<file path="src/rtl/watch_display_mux.sv">
// watch_display_mux: four-digit common-anode seven-segment scanner.
// Snapshots the BCD digits once per frame, scans d0..d3 with a blank
// window at the start of every slot, blanks leading zeros, shows codes
// 10..15 as a dash and blinks the digit-2 decimal point on seconds ticks.
module watch_display_mux #(
    parameter int DWELL = 50000,
    parameter int BLANK = 500
) (
    input  logic        CLK_IN,
    input  logic        RST,
    input  logic [15:0] BCD_IN,
    input  logic        LZB,
    input  logic        DP_TICK,
    output logic [6:0]  SEG,
    output logic        DP,
    output logic [3:0]  AN,
    output logic        FRAME
);

    localparam int CW = (DWELL > 1) ? $clog2(DWELL) : 1;
    localparam logic [CW-1:0] CNT_LAST  = CW'(DWELL - 1);
    localparam logic [CW-1:0] CNT_BLANK = CW'(BLANK);

    logic [CW-1:0] cnt;
    logic [1:0]    sel;
    logic [15:0]   snap;
    logic          dp_state;

    logic          slot_end;
    logic          frame_end;
    logic [3:0]    digit;
    logic [3:0]    lz_blank;
    logic          slot_off;
    logic [3:0]    an_nxt;
    logic [6:0]    seg_nxt;
    logic          dp_nxt;

    // Active-low {g,f,e,d,c,b,a}; anything outside 0..9 renders as a dash.
    function automatic logic [6:0] decode(input logic [3:0] code);
        logic [6:0] s;
        case (code)
            4'd0:    s = 7'b1000000;
            4'd1:    s = 7'b1111001;
            4'd2:    s = 7'b0100100;
            4'd3:    s = 7'b0110000;
            4'd4:    s = 7'b0011001;
            4'd5:    s = 7'b0010010;
            4'd6:    s = 7'b0000010;
            4'd7:    s = 7'b1111000;
            4'd8:    s = 7'b0000000;
            4'd9:    s = 7'b0010000;
            default: s = 7'b0111111;
        endcase
        return s;
    endfunction

    // Next-output decode from the current scan position and snapshot.
    always_comb begin
        slot_end  = (cnt == CNT_LAST);
        frame_end = slot_end && (sel == 2'd3);
        digit     = snap[{sel, 2'b00} +: 4];

        // A digit is a leading zero only if it and every digit above it are zero;
        // the rightmost digit always shows.
        lz_blank[0] = 1'b0;
        lz_blank[1] = LZB && (snap[15:4]  == 12'h000);
        lz_blank[2] = LZB && (snap[15:8]  == 8'h00);
        lz_blank[3] = LZB && (snap[15:12] == 4'h0);

        slot_off = (cnt < CNT_BLANK) || lz_blank[sel];

        an_nxt  = 4'b1111;
        seg_nxt = 7'b1111111;
        dp_nxt  = 1'b1;
        if (!slot_off) begin
            an_nxt  = ~(4'b0001 << sel);
            seg_nxt = decode(digit);
            dp_nxt  = !((sel == 2'd2) && dp_state);
        end
    end

    // Scan counters, frame snapshot, DP toggle and registered outputs.
    always_ff @(posedge CLK_IN) begin
        if (RST) begin
            cnt      <= '0;
            sel      <= 2'd0;
            snap     <= 16'h0000;
            dp_state <= 1'b0;
            AN       <= 4'b1111;
            SEG      <= 7'b1111111;
            DP       <= 1'b1;
            FRAME    <= 1'b0;
        end else begin
            if (slot_end) begin
                cnt <= '0;
                sel <= sel + 2'd1;
            end else begin
                cnt <= cnt + 1'b1;
            end

            if (frame_end) begin
                snap  <= BCD_IN;
                FRAME <= 1'b1;
            end else begin
                FRAME <= 1'b0;
            end

            if (DP_TICK) begin
                dp_state <= ~dp_state;
            end

            AN  <= an_nxt;
            SEG <= seg_nxt;
            DP  <= dp_nxt;
        end
    end

endmodule

</file>
<file path="config.mk">
export PLATFORM = sky130hd
export DESIGN_NAME = watch_display_mux
export DESIGN_NICKNAME = d
export VERILOG_FILES = /design/src/rtl/watch_display_mux.sv
export SDC_FILE = /design/constraint.sdc
export NUM_CORES = 1
export LEC_CHECK = 0
export CORE_UTILIZATION = 35
export CTS_CLUSTER_SIZE = 24
export DETAILED_ROUTE_END_ITERATION = 6
export MAX_ROUTING_LAYER = met4
export PLACE_DENSITY = 0.58
export SLEW_MARGIN = 10
export SYNTH_ARGS = -nofsm -noshare
export SYNTH_HDL_FRONTEND = slang
export SYNTH_SLANG_ARGS = --single-unit
</file>
<file path="constraint.sdc">
create_clock -name CLK_IN -period 1.9 [get_ports CLK_IN]
set_input_delay 0.38 -clock CLK_IN [delete_from_list [all_inputs] [get_ports CLK_IN]]
set_output_delay 0.38 -clock CLK_IN [all_outputs]
set_load 0.1 [all_outputs]
</file>
Word-level counts from Yosys, hierarchy flattened
Memories as Yosys holds them, arrays and structs flattened. A register that Yosys moved wholly into a read port is not among the register bits.
Cells that the tools add are included.
{ "classes": {"addsub": 2, "order_cmp": 2, "eq_ne": 3, "shift": 2, "muxes": 3, "bitwise": 2, "n_reduce_logical": 12} }
{ "op_table": {"columns": ["cell", "count"], "rows": [
  ["16-bit by 1-bit adder with 16-bit output, second input constant", 1],
  ["16-bit equality test, second input constant", 1],
  ["16-bit by 9-bit < comparator with 1-bit output, second input constant", 1],
  ["16-bit by 5-bit indexed part select with 4-bit output", 1],
  ["12-bit zero test", 1],
  ["8-bit zero test", 1],
  ["1-bit logical AND", 5],
  ["2-bit equality test, second input constant", 2],
  ["4-bit zero test", 1],
  ["4-bit NOT", 1],
  ["2-bit OR reduction", 2],
  ["1-bit by 2-bit left shift with 4-bit output, first input constant", 1],
  ["2-bit by 3-bit < comparator with 1-bit output, second input constant", 1],
  ["2-bit by 1-bit adder with 2-bit output, second input constant", 1],
  ["1-bit binary-select mux with 2-bit select", 1],
  ["1-bit two-way mux", 2],
  ["1-bit zero test", 1],
  ["1-bit logical OR", 1],
  ["1-bit NOT", 1]
]} }
{ "totals": {"regBits": 41, "rom_bits": 112, "input_bits": 20, "output_inout_bits": 13, "wordCells": 34, "memories": 1} }
{ "memory_table": {"columns": ["memory", "depth", "word_bits", "read_ports", "rd_ports_with_merged_regs", "wr", "line_no", "text"], "rows": [
  ["(no name shown)", 16, 7, 1, 1, 0, "41", "case (code)"]
]} }

Logic depth before layout (Yosys ltp)
{ "depth": {"word_depth": 6, "depth_mapped": 8, "depth_no_buf": 7} }

Worst setup path before layout
Ideal clock, no wire load.
{ "synth_path": {"kind": "register to register", "from": "register cnt[0]", "to": "register snap[10]", "setup_time_ns": 0.132, "arrival_time_ns": 1.748, "t_required_ns": 1.768, "path_slack_ns": 0.020, "path_stages_with_launch": 8, "n_path_buf": 2, "period_less_slack_ns": 1.880, "path_cell_list": "dfxtp_1 > ha_1 > nand3_2 > or4_4 > buf_4 > buf_6 > o31ai_1 > a21oi_1"} }
{ "synth_between": {"elab_chain_cells": 2} }
{ "synth_rtl": {"columns": ["item", "line_no", "text"], "rows": [
  ["start, declared", "24", "logic [CW-1:0] cnt;"],
  ["start signal, assigned", "98", "cnt <= cnt + 1'b1;"],
  ["16-bit equality test", "59", "slot_end = (cnt == CNT_LAST);"],
  ["1-bit logical AND", "60", "frame_end = slot_end && (sel == 2'd3);"],
  ["end signal, assigned", "87", "snap <= 16'h0000;"],
  ["end signal, assigned", "102", "snap <= BCD_IN;"],
  ["end, declared", "26", "logic [15:0] snap;"]
]} }
Every way passes these cells.
A chain may end at the register's enable or synchronous reset.

Final worst setup path
{ "layout_path": {"from": "register sel[0]", "to": "register SEG[5]"} }
{ "layout_between": {"elab_chain_cells": 4, "elab_cells_between_ends": 5, "cone_classes": "shift: 1; mux: 2; reduce/logical: 2"} }
{ "layout_rtl": {"columns": ["item", "line_no", "text"], "rows": [
  ["start, declared", "25", "logic [1:0] sel;"],
  ["start signal, assigned", "96", "sel <= sel + 2'd1;"],
  ["1-bit binary-select mux with 2-bit select", "70", "slot_off = (cnt < CNT_BLANK) || lz_blank[sel];"],
  ["1-bit two-way mux (implied by the code)", "70", null],
  ["1-bit logical OR", "70", null],
  ["2-bit OR reduction (no source line)", null, null],
  ["end, declared", "14", "output logic [6:0] SEG,"]
]} }
Several ways; a longest one is shown, not always the timed one. The select of a mux whose other input is x is not followed.

==> flow_metrics.py <==
metrics = {
    "sta": {
        "max-slew-margin-rel": 0.6326,
        "tightest_slew_ns": 0.5511,
        "fmax_ghz": 0.5474,
        "rsz0062_at_grt": "no",
        "finalCriticalPeriod_ns": 1.827,
        "whs_ns": 0.4159,
        "setup_viol": 0,
        "worst_slack_ns": 0.07311,
        "period_share": 0.9615,
        "hold_viol": 0,
        "fin_setup_tns_ns": 0,
        "final_max_slew_viol_count": 0,
        "finClkSkew_ns": 0.01210,
    },
    "floorplanning": {
        "die_x_um": 82.71,
        "start_util": 0.3611,
        "die_height_um": 82.71,
        "std_cell_rows": 29,
        "core_area_mm2": 0.006314,
        "io-pin-count": 33,
        "dieArea_mm2": 0.006840,
    },
    "yosys": {
        "synth_cell_types": 39,
        "yosys_most_used_dff": "dfxtp_1",
        "synth_area_mm2": 0.002280,
        "avgSynthCellArea_um2": 9.229,
        "yosysMostFrequentCell": "dfxtp_1",
        "ys_ff_latch": 48,
        "synth_seq_area_share": 0.4215,
        "ys_warn_count": 0,
        "syn-num-nets": 277,
        "synthTopCellsByArea": "dfxtp_1, nand4_1, o31ai_1",
        "synthArstFlopShare": 0,
        "synth_top_area_frac": 0.4215,
        "synth_edf_count": 0,
        "synthCells": 247,
        "synth_area_leader_cell": "dfxtp_1",
        "synth_top_cells_by_count": "dfxtp_1, a21oi_1, nor2_1",
    },
    "placed_design": {
        "routabilityCongestion": 0.8383,
        "portBuffers": 32,
        "place_area_mm2": 0.002755,
        "pre_cts_slack_ns": -0.03612,
        "dpl.hpwl_mm": 3.496,
        "dp.cells": 358,
    },
    "setup_path": {
        "path_class": "flop to flop",
        "slowest_stage": "mux4_2",
        "worstPathRequired_ns": 2.07,
        "crit_path_end_kind": "flop",
        "crit_chain": "mux4_2 -> ha_1 -> and2_1 -> o31ai_1 -> nand3_1",
        "arrival_ns": 1.99,
        "startpoint_type": "flop",
        "cp_slowest_stage_delay_ns": 0.58,
        "crit_path_max_fanout": 6,
    },
    "clock_network": {
        "htreeDepth": 2,
        "hold_buffers": 0,
        "insertion_delay_ns": 0.31,
        "root_buffer": "clkbuf_8",
        "post_cts_buffers": 0,
        "cts_buffers": 5,
        "cts_buffer_depth": 2,
        "clk_pin_slew_ns": 0.10,
        "clock_sinks": 48,
        "cts_resized": 1,
        "cts_tree": "done",
    },
    "power": {
        "p_comb_frac": 0.041,
        "p_per_area_mw_per_mm2": 651.7,
        "intPower_mw": 1.494,
        "switching_share": 0.2080,
        "total_power_mw": 1.887,
        "power.leakage_nw": 1.004,
        "vdd_ir_drop_max_uv": 337.4,
        "switchingPower_mw": 0.3925,
        "p_clk_frac": 0.419,
        "power_frac_seq": 0.540,
    },
    "layout": {
        "post-route-util": 0.4586,
        "nNetsFinal": 318,
        "final_area_mm2": 0.002895,
        "synthToLayoutAreaGrowth_pct": 27.00,
        "layout.cells.non_filler": 366,
        "final_layout_size_suffix_gt1_frac": 0.1938,
        "n_antenna_cell": 0,
    },
    "routing": {
        "drcViolationCount": 0,
        "drt_iter0_markers": 99,
        "ant_nets": 0,
        "wl_mm": 5.114,
        "wl_per_cell_um": 13.97,
        "num_vias": 1935,
        "dr.pass1.iters": 4,
        "viasPerCell": 5.287,
    },
    "global_routing": {
        "grt_pass1_vias": 1829,
        "grt_pass1_wl_mm": 8.756,
        "grt_use_total": 0.1734,
        "overflow": 0,
        "antenna_found_initial": 0,
        "grt_max_degree": 22,
    },
    "outcome": {
        "status": "completed",
    },
    "worst_hold_path": {
        "hp-class": "flop to flop",
    },
    "job": {
        "drv_cap": 0,
    },
}
[sequential cells by signal (all words and copies together), names as in the netlist]
| signal | cells |
|---|---|
| cnt | 16 |
| snap | 16 |
| SEG | 7 |
| AN | 4 |
| sel | 2 |
| DP | 1 |
| FRAME | 1 |
| dp_state | 1 |
[worst paths after layout]
kind	start	endpoint	slack, ns	depth (start not counted)
max	sel[0]	SEG[5]	0.07	5
max reg2reg	sel[0]	SEG[5]	0.07	5
min reg2reg	dp_state	DP	0.42	1
min	dp_state	DP	0.42	1
[power by group through the flow]
stage | clock network, mW | registers, mW | logic, mW
floorplan | 0 | 1.04 | 0.0227
global placement | 0 | 1.04 | 0.0766
detailed placement | 0 | 1.04 | 0.0764
CTS | 0.813 | 1.02 | 0.0778
global route | 0.851 | 1.02 | 0.0841
finish | 0.790 | 1.02 | 0.0769
[placed cells by master (no fill, tap or decap), types with 2 or more instances in the layout]
master / n
nor2_1: 23
clkdlybuf4s50_1: 19
or3_1: 2
xor2_1: 6
nor4_1: 5
and2_1: 2
ha_1: 9
o211ai_1: 3
buf_12: 3
and3_1: 3
dfxtp_1: 46
o31ai_2: 2
clkbuf_8: 6
nand2_1: 3
mux4_2: 4
nand3_1: 15
dfxtp_2: 2
buf_4: 30
o31ai_1: 16
nor3_1: 2
or4_1: 4
a21oi_1: 22
xnor2_1: 7
o21ai_0: 6
inv_1: 9
nand4_1: 22
[critical path, delay by kind of cell, from the launching register on]
| kind | cells | cell delay (ns) |
|---|---|---|
| AND/OR/NAND/NOR | 2 | 0.24 |
| AO/OA/AOI/OAI | 1 | 0.23 |
| multiplexers | 1 | 0.58 |
| flip-flops | 1 | 0.41 |
| adder cells (fa/ha/maj) | 1 | 0.22 |
[cells by family after synthesis]
group / after synthesis / synth area share
flops: 48 / 0.4215
buf+inv: 28 / 0.05872
mux: 6 / 0.04885
xor+xnor: 13 / 0.04995
fa+ha+maj: 10 / 0.05488
compound gates: 53 / 0.1449
simple gates: 89 / 0.2212
[routing by layer]
layer / global-route usage / vias to the layer above / share of wire
met1: 0.2341 / 895 / 0.51
li1: - / 993 / -
met5: - / - / 0
met3: 0.04396 / 7 / 0.041
met2: 0.2557 / 40 / 0.44
met4: 0.04655 / 0 / 0.011
[cell type report]
class	count	area, um^2
inverters	10	37.54
clock buffers	6	82.58
repair buffers	52	475.5
flip-flops and latches	48	963.4
multi-input cells	171	1201
fillers	643	3418
clock inverters	2	38.79
well taps	77	96.34
No activity file was read; power rests on OpenSTA's default activity.
